--- config.mk ---
export PLATFORM = sky130hd
export DESIGN_NAME = execute_writeback_stage
export DESIGN_NICKNAME = d
export VERILOG_FILES = /design/src/rtl/execute_writeback_stage.sv
export SDC_FILE = /design/constraint.sdc
export NUM_CORES = 1
export LEC_CHECK = 0
export BUFFER_PORTS_ARGS = -buffer_cell sky130_fd_sc_hd__buf_2
export CAP_MARGIN = 20
export CORE_UTILIZATION = 35
export CTS_CLUSTER_SIZE = 24
export DETAILED_ROUTE_END_ITERATION = 12
export SKIP_CTS_REPAIR_TIMING = 1
export SLEW_MARGIN = 20
export SYNTH_ARGS = -nofsm -noshare
export SYNTH_HDL_FRONTEND = slang
export SYNTH_SLANG_ARGS = --single-unit
--- constraint.sdc ---
create_clock -name clk -period 1 [get_ports clk]
set_input_delay 0.2 -clock clk [delete_from_list [all_inputs] [get_ports clk]]
set_output_delay 0.2 -clock clk [all_outputs]
set_load 0.03 [all_outputs]
--- src/rtl/execute_writeback_stage.sv ---
// ============================================================================
// Module   : execute_writeback_stage
// Purpose  : XM23 execute stage. ALU plus PSW flag generation, the E/W pipeline
//            register, the register-file write port and the decode forwarding tap.
// Revision : 1.0 - initial release
// ============================================================================
`default_nettype none

module execute_writeback_stage #(
    parameter int DW   = 16,
    parameter int NREG = 8
) (
    input  logic                    clk,
    input  logic                    rst_n,
    input  logic                    ex_valid,
    input  logic [3:0]              ex_op,
    input  logic                    ex_byte,
    input  logic [$clog2(NREG)-1:0] ex_dst_reg,
    input  logic [DW-1:0]           src_val,
    input  logic [DW-1:0]           dst_val,
    input  logic                    carry_val,
    input  logic                    stall,
    input  logic                    flush,
    output logic                    wb_we,
    output logic [$clog2(NREG)-1:0] wb_reg,
    output logic [DW-1:0]           wb_data,
    output logic                    psw_we,
    output logic [3:0]              psw_vnzc,
    output logic                    fwd_valid,
    output logic [$clog2(NREG)-1:0] fwd_reg,
    output logic [DW-1:0]           fwd_data
);

    localparam int RW   = $clog2(NREG);
    localparam int NNIB = DW / 4;

    localparam logic [3:0] OP_ADD  = 4'd0;
    localparam logic [3:0] OP_ADDC = 4'd1;
    localparam logic [3:0] OP_SUB  = 4'd2;
    localparam logic [3:0] OP_SUBC = 4'd3;
    localparam logic [3:0] OP_DADD = 4'd4;
    localparam logic [3:0] OP_CMP  = 4'd5;
    localparam logic [3:0] OP_XOR  = 4'd6;
    localparam logic [3:0] OP_AND  = 4'd7;
    localparam logic [3:0] OP_OR   = 4'd8;
    localparam logic [3:0] OP_BIT  = 4'd9;
    localparam logic [3:0] OP_BIC  = 4'd10;
    localparam logic [3:0] OP_BIS  = 4'd11;
    localparam logic [3:0] OP_MOV  = 4'd12;
    localparam logic [3:0] OP_SRA  = 4'd13;
    localparam logic [3:0] OP_RRC  = 4'd14;
    localparam logic [3:0] OP_SXT  = 4'd15;

    // Binary adder path shared by ADD/ADDC/SUB/SUBC/CMP
    logic          is_sub;
    logic          add_cin;
    logic [DW-1:0] b_eff;
    logic [DW:0]   sum_w;
    logic          add_c;
    logic          add_v;

    // BCD adder path
    logic [DW-1:0] dec_res;
    logic [NNIB:0] dec_cy;
    logic [5:0]    dec_nib;

    // Result selection
    logic          byte_eff;
    logic [DW-1:0] res;
    logic          res_c;
    logic          res_v;
    logic          res_n;
    logic          res_z;
    logic [DW-1:0] merged;
    logic          op_writes;
    logic          op_flags;

    // E/W pipeline register
    logic          ew_valid;
    logic          ew_writes;
    logic          ew_flags;
    logic [RW-1:0] ew_reg;
    logic [DW-1:0] ew_data;
    logic [3:0]    ew_vnzc;

    assign is_sub  = (ex_op == OP_SUB) || (ex_op == OP_SUBC) || (ex_op == OP_CMP);
    assign b_eff   = is_sub ? ~src_val : src_val;
    assign add_cin = ((ex_op == OP_ADDC) || (ex_op == OP_SUBC)) ? carry_val :
                     ((ex_op == OP_SUB)  || (ex_op == OP_CMP));
    assign sum_w   = {1'b0, dst_val} + {1'b0, b_eff} + {{DW{1'b0}}, add_cin};
    // Carry into bit 8 recovered from the full-width sum: no separate byte adder
    assign add_c   = ex_byte ? (sum_w[8] ^ dst_val[8] ^ b_eff[8]) : sum_w[DW];
    assign add_v   = ex_byte ?
        ((dst_val[7] == b_eff[7]) && (sum_w[7] != dst_val[7])) :
        ((dst_val[DW-1] == b_eff[DW-1]) && (sum_w[DW-1] != dst_val[DW-1]));

    // BCD ripple: each nibble above 9 is corrected by +6 and carries on.
    // The chain starts with no carry-in; PSW.C does not enter DADD.
    always_comb begin
        dec_res = '0;
        dec_cy  = '0;
        dec_nib = '0;
        for (int i = 0; i < NNIB; i++) begin
            dec_nib = {2'b00, dst_val[i*4 +: 4]} + {2'b00, src_val[i*4 +: 4]}
                    + {5'b00000, dec_cy[i]};
            if (dec_nib > 6'd9) begin
                dec_nib     = dec_nib + 6'd6;
                dec_cy[i+1] = 1'b1;
            end else begin
                dec_cy[i+1] = 1'b0;
            end
            dec_res[i*4 +: 4] = dec_nib[3:0];
        end
    end

    // ALU result and raw C/V selection per opcode
    always_comb begin
        res   = '0;
        res_c = carry_val;
        res_v = 1'b0;
        case (ex_op)
            OP_ADD, OP_ADDC, OP_SUB, OP_SUBC, OP_CMP: begin
                res   = sum_w[DW-1:0];
                res_c = add_c;
                res_v = add_v;
            end
            OP_DADD: begin
                res   = dec_res;
                res_c = ex_byte ? dec_cy[2] : dec_cy[NNIB];
            end
            OP_XOR:         res = dst_val ^ src_val;
            OP_AND, OP_BIT: res = dst_val & src_val;
            OP_OR,  OP_BIS: res = dst_val | src_val;
            OP_BIC:         res = dst_val & ~src_val;
            OP_MOV:         res = src_val;
            OP_SRA: begin
                res   = ex_byte ? {{(DW-8){1'b0}}, dst_val[7], dst_val[7:1]}
                                : {dst_val[DW-1], dst_val[DW-1:1]};
                res_c = dst_val[0];
            end
            OP_RRC: begin
                res   = ex_byte ? {{(DW-8){1'b0}}, carry_val, dst_val[7:1]}
                                : {carry_val, dst_val[DW-1:1]};
                res_c = dst_val[0];
            end
            OP_SXT:         res = {{(DW-8){dst_val[7]}}, dst_val[7:0]};
            default:        res = '0;
        endcase
    end

    // SXT is word-only, so the byte flag is ignored for it
    assign byte_eff  = ex_byte && (ex_op != OP_SXT);
    assign res_n     = byte_eff ? res[7] : res[DW-1];
    assign res_z     = byte_eff ? (res[7:0] == 8'h00) : (res == '0);
    assign merged    = byte_eff ? {dst_val[DW-1:8], res[7:0]} : res;
    assign op_writes = (ex_op != OP_CMP) && (ex_op != OP_BIT);
    assign op_flags  = (ex_op != OP_MOV) && (ex_op != OP_SXT);

    // E/W capture: stall holds everything (and beats flush); flush squashes valid
    always_ff @(posedge clk or negedge rst_n) begin
        if (!rst_n) begin
            ew_valid  <= 1'b0;
            ew_writes <= 1'b0;
            ew_flags  <= 1'b0;
            ew_reg    <= '0;
            ew_data   <= '0;
            ew_vnzc   <= 4'b0000;
        end else if (!stall) begin
            ew_valid  <= ex_valid && !flush;
            ew_writes <= op_writes;
            ew_flags  <= op_flags;
            ew_reg    <= ex_dst_reg;
            ew_data   <= merged;
            ew_vnzc   <= {res_v, res_n, res_z, res_c};
        end
    end

    assign wb_we     = ew_valid && ew_writes && !stall;
    assign wb_reg    = ew_reg;
    assign wb_data   = ew_data;
    assign psw_we    = ew_valid && ew_flags && !stall;
    assign psw_vnzc  = ew_vnzc;
    assign fwd_valid = ew_valid && ew_writes;
    assign fwd_reg   = ew_reg;
    assign fwd_data  = ew_data;

endmodule

`default_nettype wire
-- Word level (Yosys, flattened, before mapping)
Cells that the tools add are included.
- register bits after elaboration: 26
- latch bits: 0
- memory bits (writable): 0
- ROM bits: 0
- input port bits: 46
- output and inout bits: 45
- word-level logic and storage cells: 97
- memories kept: 0
- add/sub/neg operators: 13
- $mul: 0
- div/mod/pow operators: 0
- $lt $le $gt $ge: 4
- eq/ne operators: 23
- shift-type cells: 0
- mux-type cells: 21
- bitwise logic cells: 7
- reduce and logical (&&, ||, !) cells: 23
- operators by type and width (kind ; number):
    $pmux W16 S10 ; 1
    $mux W16 ; 4
    $and A16 B16 Y16 ; 2
    $eq A4 B4 Y1 const B ; 8
    $add A4 B4 Y5 ; 4
    $add A5 B1 Y6 ; 3
    $gt A6 B4 Y1 const B ; 3
    $add A16 B16 Y17 ; 1
    $add A17 B1 Y17 ; 1
    $add A4 B3 Y4 const B ; 4
    $eq A4 B3 Y1 const B ; 4
    $logic_not A16 Y1 ; 1
    $mux W4 ; 4
    $not A16 Y16 ; 1
    $or A16 B16 Y16 ; 1
    $xor A16 B16 Y16 ; 1
    $ne A4 B4 Y1 const B ; 3
    $mux W1 ; 11
    $logic_and A1 B1 Y1 ; 10
    $eq A4 B2 Y1 const B ; 2
    $logic_not A8 Y1 ; 1
    $reduce_or A2 Y1 ; 3
    $gt A5 B4 Y1 const B ; 1
    $reduce_or A5 Y1 ; 1
    9 further kinds ; 16

-- Longest topological paths before layout
Gate-level depths: netlist (run 1).
- word-level depth: 15
- gate-level depth with buffers: 31
- depth with buffers taken out: 30

-- Least setup slack after synthesis (run 1)
No wires, ideal clock.
- path type: in2reg
- start point: input port src_val[0]
- end point: register ew_data[14], in the netlist fwd_data[14]
- setup time: 0.077 ns
- data arrival time: 6.535 ns
- required time: 0.923 ns
- setup slack: -5.611 ns
- stages on the path: 27
- buffers on the path: 1
- cell sequence: ha_1 > inv_1 > fa_1 > xor2_1 > nand2_1 > a21bo_2 > fa_1 > inv_1 > fa_1 > and2_1 > o311a_1 > buf_2 > fa_1 > fa_1 > xor2_1 > nand2_1 > a21o_1 > fa_1 > inv_1 > fa_1 > and2_1 > o311ai_2 > mux2_2 > o21ai_0 > nand3_1 > mux2_2 > o21ai_1
- longest elaborated chain between the ends: 14
- elaborated cells between the ends (all ways): 19
- classes of those cells: add/sub (7); order compare (4); mux (7); bitwise (1)
- RTL lines (what ; line ; text):
    start, declared ; 19 ; input logic [DW-1:0] src_val,
    $add A4 B4 Y5 ; 104 ; dec_nib = {2'b00, dst_val[i*4 +: 4]} + {2'b00, src_val[i*4 +: 4]}
    $gt A5 B4 Y1 ; 106 ; if (dec_nib > 6'd9) begin
    $mux W1 ; 106 ;
    $add A5 B1 Y6 ; 105 ; + {5'b00000, dec_cy[i]};
    $gt A6 B4 Y1 ; 106 ;
    $mux W1 ; 106 ;
    $add A5 B1 Y6 ; 105 ;
    $gt A6 B4 Y1 ; 106 ;
    $mux W1 ; 106 ;
    $add A5 B1 Y6 ; 105 ;
    $gt A6 B4 Y1 or $add A4 B3 Y4 (tied branches) ; 106, 107 ;
    $mux W4 ; 106 ;
    $pmux W16 S10 (*) ; 121 ; case (ex_op)
    $mux W16 (*) ; 155 ; assign merged = byte_eff ? {dst_val[DW-1:8], res[7:0]} : res;
    end signal, assigned ; 173 ; ew_data <= merged;
    end, declared ; 83 ; logic [DW-1:0] ew_data;
Every way passes the cells marked *; elsewhere a longest branch is shown, timed or not.
A chain may end at the register's enable or synchronous reset.

-- Final worst setup path (run 1)
- start point: input port src_val[2]
- end point: register ew_vnzc[1], in the netlist psw_vnzc[1]
- longest elaborated chain between the ends: 15
- elaborated cells between the ends (all ways): 31
- classes of those cells: add/sub (10); order compare (4); mux (10); bitwise (5); reduce/logical (2)
- RTL lines (what ; line ; text):
    $add A4 B4 Y5 ; 104 ;
    $gt A5 B4 Y1 ; 106 ;
    $mux W1 ; 106 ;
    $add A5 B1 Y6 ; 105 ;
    $gt A6 B4 Y1 ; 106 ;
    $mux W1 ; 106 ;
    $add A5 B1 Y6 ; 105 ;
    $gt A6 B4 Y1 ; 106 ;
    $mux W1 ; 106 ;
    $add A5 B1 Y6 ; 105 ;
    $gt A6 B4 Y1 or $add A4 B3 Y4 (tied branches) ; 106, 107 ;
    $mux W4 ; 106 ;
    $pmux W16 S10 (*) ; 121 ;
    $logic_not A16 Y1 ; 154 ; assign res_z = byte_eff ? (res[7:0] == 8'h00) : (res == '0);
    $mux W1 (*) ; 154 ;
    end signal, assigned ; 174 ; ew_vnzc <= {res_v, res_n, res_z, res_c};
    end, declared ; 84 ; logic [3:0] ew_vnzc;
Marks and branches as above.

==> results of run 1 <==
per-stage QoR:
stage | util | TNS, ps | instances | power (uW)
2_1_floorplan | - | -62610 | 661 | 4700
3_3_place_gp | 0.508 | -72090 | 1082 | 6580
3_5_place_dp | 0.508 | -73950 | 1082 | 6660
4_1_cts | 0.513 | -69310 | 1085 | 7540
5_1_grt | 0.624 | -68240 | 1133 | 9690
6_report | 0.624 | -65080 | 1133 | 9190
kinds of logic after synthesis:
family,after synthesis,synth area share
AO/OA/AOI/OAI,214,0.300
AND/OR/NAND/NOR,198,0.188
buffers and inverters,106,0.110
adder cells (fa/ha/maj),57,0.156
XOR/XNOR,42,0.0776
flip-flops,26,0.130
multiplexers,18,0.0389
per-layer routing:
| layer | up-vias | share of wire | wire [um] |
|---|---|---|---|
| li1 | 2945 | - | - |
| met1 | 2980 | 0.43 | 9390 |
| met2 | 287 | 0.48 | 10300 |
| met3 | 31 | 0.069 | 1490 |
| met4 | 0 | 0.018 | 378 |
| met5 | - | 0 | 0 |
power by group:
part / switching, uW / internal [uW]
Clock: 328 / 529
Sequential: 177 / 1210
Combinational: 3460 / 3490
how the worst min path moves through the flow:
stage / from / slack, ps / depth (start not counted) / endpoint
CTS: rst_n / -160 / 1 / fwd_reg[1]
global route: ex_dst_reg[2] / 180 / 2 / fwd_reg[2]
floorplan: rst_n / -100 / 0 / ew_flags
global placement: rst_n / 110 / 1 / fwd_reg[1]
detailed placement: rst_n / 110 / 1 / fwd_reg[1]
finish: ex_dst_reg[0] / 180 / 2 / fwd_reg[0]
Yosys cell counts (all sizes together), types with 12 or more instances:
cell type   n
ha         48
nor2       49
inv        48
xor2       14
a21oi      51
clkbuf     13
dfrtp      26
xnor2      27
a22oi      14
nand2      68
o21ai      52
nor3       21
mux2       12
buf        44
critical path: cells and delay by family:
kind | cells | cell delay (ps)
AOI/OAI and AO/OA | 8 | 1820
xor gates and xnor gates | 2 | 300
adders and majority gates | 7 | 2720
buffers and inverters | 6 | 610
muxes | 1 | 150
and+or+nand+nor | 5 | 580
cell type report:
| class | instances | area (um^2) | share of cell area |
|---|---|---|---|
| Inverter | 49 | 188 | 0.0216 |
| Multi-Input combinational cell | 529 | 4520 | 0.520 |
| Clock buffer | 3 | 75.1 | 0.00864 |
| Timing Repair Buffer | 346 | 3040 | 0.349 |
| Tap cell | 180 | 225 | 0.0259 |
| Sequential cell | 26 | 651 | 0.0749 |
==> impl_metrics.ini, run 1 <==
[clock_network]
clock_sinks = 26
clkTransAtPathRegs_ps = 60
htreeDepth = 1
cts_buffers = 3
insertion_delay_ps = 260
cts_root_buf = clkbuf_16
cts_tree = built
cts_buffer_depth = 2

[floorplan]
io_pins = 91
core_area_um2 = 13900
rows = 43
die_area_um2 = 14800
die_h_um = 122
start_util = 0.360
die_width_um = 122

[sta]
tightest_slew_ps = 725
finalMaxSlewViolations = 0
whs_ps = 176
rsz0062_at_grt = true
slew_headroom = 0.514
fin_crit_sh = 6.20
setup_violations = 64
post-route-min-period_ps = 6200
fmax_mhz = 161
clock-skew-final_ps = 0
setup_slack_ps = -5200
hold_viol = 0

[detailed_routing]
dr_total_vias = 6243
drc = 0
routedWlPerCell_um = 19.1
dr.first_iter.drc_count = 489
ant_nets = 0
wl_um = 21600
post_drt_via_cell_ratio = 5.51
first_pass_iters = 7

[yosys]
synth-edff-count = 0
ys.flop_type = dfrtp_1
synth_area_leaders = dfrtp_1 (13%), ha_1 (12%), nand2_1 (5.1%)
syn_area_per_cell_um2 = 7.58
yosysTopAreaCellShare = 0.130
seq_area_frac_synth = 0.130
ys_warn_count = 0
async_flop_share = 1.00
synth-seq-cells = 26
syn_inst = 661
syn_nets = 764
synth.distinct_cells = 82
syn_area_um2 = 5010
synth_top_area_cell = dfrtp_1

[placement]
place_ws_ps = -5500
port_buffers = 90
gp_congestion = 0.903
placed_area_um2 = 7080
dp_hpwl_um = 15600

[global_routing]
grt_pass1_wl_um = 29500
antenna_found_initial = 0
grt-ovfl-total = 0
met1_usage = 0.368
grt_max_degree = 46
use_met2 = 0.425
grt-busiest-layer = met2
grt_util_met3 = 0.0229
track_usage = 0.257
grt_pass1_vias = 5622

[worst_setup_path]
reg2reg_to = fwd_data[11]
worstPathArrival_ps = 6390
cp-endpoint = psw_vnzc[1]
critPathMaxFanout = 4
reg2reg_slack_ps = 80
cp-end-kind = flip-flop
cp_data_required_time_ps = 1190
cp_slowest_cell = fa_2
critical_path.startpoint_type = input port
cp_slowest_stage_delay_ps = 430
timing.critical_path.mode_cell = fa_2
crit_type = input port to flip-flop
reg2reg_depth = 2
rr_startpoint = fwd_data[11]
crit_start = src_val[2]

[cells_and_area]
layout.cells.most_common = buf_4
largest_reg_flops = 16
final_nets = 1058
areaGrowthSynthToFinish_pct = 73.3
final_cell_mix = buf_4 (222), buf_6 (62), nand2_1 (58)
diodes = 0
fillers = 1198
drive_gt1_frac = 0.523
design_area_um2 = 8690

[hold_path]
hold_class = input port to flip-flop

[job]
cap_viol_max_count = 0

[status]
outcome = finished, violations left
violations = negative setup slack

[pwr]
p_leak_uw = 0.00405
irDropWorstVdd_uv = 620
powerDensity_nw_per_um2 = 1060
Note: power is estimated with default switching activity, not from simulation.
==> run 2: changes to the inputs <==
--- a/config.mk
+++ b/config.mk
@@ -5,6 +5,7 @@
 export SDC_FILE = /design/constraint.sdc
 export NUM_CORES = 1
 export LEC_CHECK = 0
+export ABC_AREA = 1
 export BUFFER_PORTS_ARGS = -buffer_cell sky130_fd_sc_hd__buf_2
 export CAP_MARGIN = 20
 export CORE_UTILIZATION = 35
==> run 2 against run 1 <==
The run still ends with negative setup slack left. First-iteration DRC count shrank 21%. Via count shrank 0.46%. Global-route usage shrank 1.2 points. Core utilization shrank 1.2 points. Routed wire length shrank 15%. Power shrank 9.4%. Clock-buffer cell count grew 1. Synthesized area shrank 3.3%. Combinational power shrank 13%. Setup slack gained 1100 ps. Non-clock buffer count shrank 39. Critical endpoint is now psw_vnzc[0].
==> impl_metrics.ini, run 2 <==
[cells_and_area]
fillers = 1230
seq_area_um2 = 651
diodes = 0
largest_reg_flops = 16
layout.cells.most_common = nand2_1
drive_gt1_frac = 0.402
final_cell_mix = nand2_1 (211), buf_4 (199), inv_1 (109)
areaGrowthSynthToFinish_pct = 68.5
multi_input_area_um2 = 4140
final_nets = 1212

[yosys]
syn_area_per_cell_um2 = 5.82
syn_nets = 935
async_flop_share = 1.00
synth.distinct_cells = 36
yosysMostFrequentCell = nand2_1
synth_area_leaders = nand2_1 (19%), dfrtp_1 (13%), ha_1 (12%)
yosys-top-cells-count = nand2_1 (247), inv_1 (125), nand3_1 (85), nor2_1 (75), o21ai_0 (61)
syn_inst = 832
yosysTopAreaCellShare = 0.191
synth_top_area_cell = nand2_1
ys_warn_count = 0
ys.flop_type = dfrtp_1
synth-seq-cells = 26
seq_area_frac_synth = 0.134
syn_area_um2 = 4850
synth-edff-count = 0

[status]
outcome = finished, violations left
violations = negative setup slack

[worst_setup_path]
cp_slowest_stage_delay_ps = 440
timing.critical_path.mode_cell = nand2_2
critPathMaxFanout = 5
cp-end-kind = flip-flop
cp_top_family = adder cells
worstPathArrival_ps = 5230
crit_type = input port to flip-flop
cp_data_required_time_ps = 1160
cp_num_buf_inv = 7
critical_path.startpoint_type = input port
cp_slowest_cell = fa_2

[detailed_routing]
routedWlPerCell_um = 14.2
ant_nets = 0
drc = 0
wl_um = 18300
dr.first_iter.drc_count = 385
post_drt_via_cell_ratio = 4.84
dr_total_vias = 6214
first_pass_iters = 5

[floorplan]
core_area_um2 = 13300
die_width_um = 120
die_area_um2 = 14300
rows = 42
start_util = 0.363
io_pins = 91
die_h_um = 120

[global_routing]
grt_pass1_vias = 5627
grt-ovfl-total = 0
antenna_found_initial = 0
grt_pass1_wl_um = 27800
track_usage = 0.245
grt_max_degree = 24

[pwr]
powerDensity_nw_per_um2 = 1020
p_leak_uw = 0.00438
clkPwrFrac = 0.114
comb_power_share = 0.724
netSwitchingPower_uw = 3710
design_power_total_uw = 8330
p_seq_frac = 0.162
irDropWorstVdd_uv = 614
p_int_uw = 4620
sw_frac_of_total = 0.446

[clock_network]
clock_sinks = 26
cts_buffers = 3
cts_tree = built
cts_buffer_depth = 2
cts_root_buf = clkbuf_16
insertion_delay_ps = 260
htreeDepth = 1
clkTransAtPathRegs_ps = 60

[placement]
gp_congestion = 0.934
place_ws_ps = -4540
dp_hpwl_um = 14900
port_buffers = 90

[sta]
setup_violations = 62
finalMaxSlewViolations = 0
tns_ps = -51960
setup_slack_ps = -4070
whs_ps = 138
tightest_slew_ps = 588
post-route-min-period_ps = 5070
slew_headroom = 0.607
hold_viol = 0
rsz0062_at_grt = true
clock-skew-final_ps = 0
fin_crit_sh = 5.07
fmax_mhz = 197

[job]
cap_viol_max_count = 0

[hold_path]
hold_class = input port to flip-flop
run 2: cell types whose count changed after synthesis, sizes merged, moves of 12 or more:
| cell | before | now |
|---|---|---|
| nor2 | 49 | 79 |
| buf | 44 | 29 |
| xnor2 | 27 | 1 |
| nand3 | 11 | 86 |
| mux2 | 12 | 0 |
| nor3 | 21 | 6 |
| nand2 | 68 | 251 |
| inv | 48 | 127 |
| a22oi | 14 | 0 |
run 2: kinds of logic after synthesis:
group | count (synthesis) | share of synthesized area
AND/OR/NAND/NOR | 442 | 0.384
buffers and inverters | 163 | 0.145
AO/OA/AOI/OAI | 120 | 0.131
adder cells (fa/ha/maj) | 57 | 0.161
flip-flops | 26 | 0.134
XOR/XNOR | 24 | 0.0449
run 2: path summary, 6_finish.rpt:
| check | depth (start not counted) | slack, ps | to | start |
|---|---|---|---|---|
| max reg2reg | 3 | 190 | fwd_data[14] | fwd_data[14] |
| max | 35 | -4070 | psw_vnzc[0] | src_val[2] |
| min in group asynchronous | 2 | 350 | ew_writes | rst_n |
| min reg2reg | 2 | 510 | ew_writes | ew_writes |
| min | 3 | 140 | fwd_reg[1] | ex_dst_reg[1] |
| max in group asynchronous | 3 | 290 | fwd_data[11] | rst_n |
run 2: routing by layer:
metal / vias up / share of wire / global-route usage
met2: 187 / 0.47 / 0.408
met5: - / 0 / 0
met3: 18 / 0.056 / 0.0152
met1: 2817 / 0.46 / 0.350
li1: 3192 / - / -
met4: 0 / 0.010 / 0.0414
run 2: area by class of cell:
cell class	count	share of cell area
clock buffers	4	0.0109
repair buffers	307	0.314
inverters	128	0.0610
well taps	176	0.0270
flip-flops and latches	26	0.0797
multi-input cells	643	0.507
run 2: power groups by stage:
stage	registers, uW	clock network (uW)	logic (uW)
after global placement	1300	0	4940
after floorplan	1580	0	2850
after global routing	1370	1000	6570
after detailed placement	1310	0	4980
final	1350	946	6040
after CTS	1290	987	5010
run 2: worst register-to-register path, delay by kind of cell (launching register included):
family / cells / cell delay [ps]
AO/OA/AOI/OAI: 1 / 70
buffers and inverters: 1 / 150
flip-flops: 1 / 420
AND/OR/NAND/NOR: 1 / 50
run 2: stage by stage:
stage / utilization / area (um^2) / cells
final: 0.612 / 8170 / 1284
after global routing: 0.612 / 8170 / 1284
after CTS: 0.539 / 7200 / 1256
after detailed placement: 0.533 / 7110 / 1252
after global placement: 0.533 / 7110 / 1252
after floorplan: - / 5180 / 832
==> run 3: changes to the inputs <==
--- a/config.mk
+++ b/config.mk
@@ -7,7 +7,6 @@
 export LEC_CHECK = 0
 export ABC_AREA = 1
 export BUFFER_PORTS_ARGS = -buffer_cell sky130_fd_sc_hd__buf_2
-export CAP_MARGIN = 20
 export CORE_UTILIZATION = 35
 export CTS_CLUSTER_SIZE = 24
 export DETAILED_ROUTE_END_ITERATION = 12
==> constraint.sdc (replaced) <==
create_clock -name clk -period 5.2 [get_ports clk]
set_input_delay 1.04 -clock clk [delete_from_list [all_inputs] [get_ports clk]]
set_output_delay 1.04 -clock clk [all_outputs]
set_load 0.03 [all_outputs]
==> run 3 against run 2 <==
The flow still finishes with violations (negative setup slack). Hold slack better by 340 ps. Clock skew stayed put. Sequential cell count unchanged. Critical path depth did not move. Critical endpoint is now psw_vnzc[1]. Clock-buffer cell count did not move. Critical path type unchanged. Combinational power decreased by 86%. Largest cell class unchanged.
==> impl_metrics.ini, run 3 (synthesis results as in run 2) <==
[clock_network]
htreeDepth = 1
cts_root_buf = clkbuf_16
cts_buffers = 3
clkTransAtPathRegs_ps = 60
cts_buffer_depth = 2
clock_sinks = 26
insertion_delay_ps = 260
cts_tree = built

[worst_setup_path]
cp_slowest_cell = fa_2
crit_start = dst_val[0]
cp-end-kind = flip-flop
reg2reg_depth = 2
rr_startpoint = fwd_data[15]
cp_slowest_stage_delay_ps = 550
cp_num_buf_inv = 6
reg2reg_to = fwd_data[15]
worstPathArrival_ps = 6230
cp_top_family = adder cells
cp_data_required_time_ps = 5400
reg2reg_slack_ps = 4500
critPathMaxFanout = 4
critical_path.startpoint_type = input port
crit_type = input port to flip-flop

[hold_path]
holdPathStages = 2
hold-path-endpoint = ew_writes
hold_class = flip-flop to flip-flop
hp-start = ew_writes

[status]
violations = negative setup slack
outcome = finished, violations left

[detailed_routing]
dr.first_iter.drc_count = 370
drc = 0
wl_um = 15500
dr_total_vias = 5465
post_drt_via_cell_ratio = 4.92
routedWlPerCell_um = 14.0
first_pass_iters = 5
ant_nets = 0

[sta]
tightest_slew_ps = 968
post-route-min-period_ps = 6040
slew_headroom = 0.352
fin_crit_sh = 1.16
clock-skew-final_ps = 0
setup_violations = 7
rsz0062_at_grt = true
finalMaxSlewViolations = 0
setup_slack_ps = -836
fmax_mhz = 166
hold_viol = 0

[global_routing]
track_usage = 0.219
grt_pass1_vias = 5004
antenna_found_initial = 0
grt-ovfl-total = 0
grt_pass1_wl_um = 24900
grt_max_degree = 35

[cells_and_area]
diodes = 0
largest_reg_flops = 16
areaGrowthSynthToFinish_pct = 22.1
seq_area_um2 = 651
final_nets = 1039
drive_gt1_frac = 0.212
final_cell_mix = nand2_1 (232), inv_1 (117), buf_2 (88)
layout.cells.most_common = nand2_1
instances_no_fill = 1111
multi_input_area_um2 = 3680
design_area_um2 = 5910
fillers = 1452

[floorplan]
io_pins = 91
die_width_um = 120
start_util = 0.363
rows = 42
core_area_um2 = 13300
die_area_um2 = 14300
die_h_um = 120

[placement]
dp_hpwl_um = 12800
placed_area_um2 = 5700
port_buffers = 90
gp_congestion = 0.958
dp_cells = 1103

[pwr]
powerDensity_nw_per_um2 = 211
design_power_total_uw = 1250
irDropWorstVdd_uv = 109
p_leak_uw = 0.00333

[job]
cap_viol_max_count = 0
run 3: cell count changes in the layout (fill, tap and decap cells not counted), moves of 8 or more:
cell / before / now
buf_12: 9 / 0
buf_2: 39 / 88
buf_4: 199 / 44
buf_6: 56 / 1
ha_1: 32 / 45
ha_4: 14 / 3
inv_1: 109 / 117
nand2_1: 211 / 232
nand2_2: 33 / 17
nand3_1: 69 / 79
nand3_2: 14 / 6
o21ai_0: 43 / 56
o21ai_1: 15 / 6
run 3: layer usage:
metal | global-route usage | wire length, um | vias to the layer above
met4 | 0.0383 | 132 | 0
met3 | 0.0105 | 743 | 11
met2 | 0.353 | 6880 | 159
li1 | - | - | 2849
met1 | 0.325 | 7780 | 2446
met5 | 0 | 0 | -
run 3: worst max-delay path by stage:
stage | to | slack (ps) | cells past startpoint
global placement | psw_vnzc[0] | -1190 | 37
global route | psw_vnzc[1] | -1100 | 39
finish | psw_vnzc[1] | -840 | 35
detailed placement | psw_vnzc[0] | -1270 | 37
CTS | psw_vnzc[0] | -1010 | 37
floorplan | psw_vnzc[1] | -890 | 33
run 3: cell type report:
cell class	count	share of cell area
flip-flops and latches	26	0.110
clock buffers	4	0.0150
inverters	128	0.0812
well taps	176	0.0372
multi-input cells	643	0.622
repair buffers	134	0.135
run 3: report_power, final:
part	switching, uW	leakage [uW]	total [uW]	internal, uW
clock network	64.8	0.0000442	182	118
logic	520	0.00297	816	296
registers	17.1	0.000317	247	230
run 3: per-stage QoR:
stage	util	TNS [ps]	worst slack (ps)	hold slack, ps
after floorplan	-	-4940	-889	446
after global placement	0.427	-7510	-1190	463
after detailed placement	0.427	-8700	-1270	469
after CTS	0.434	-6160	-1010	485
after global routing	0.443	-6890	-1100	510
final	0.443	-4940	-836	478
run 3: worst register-to-register path: stages (launching register included):
cell and delay [ps]:
dfrtp_1 380, nor2_1 110, a31oi_1 50
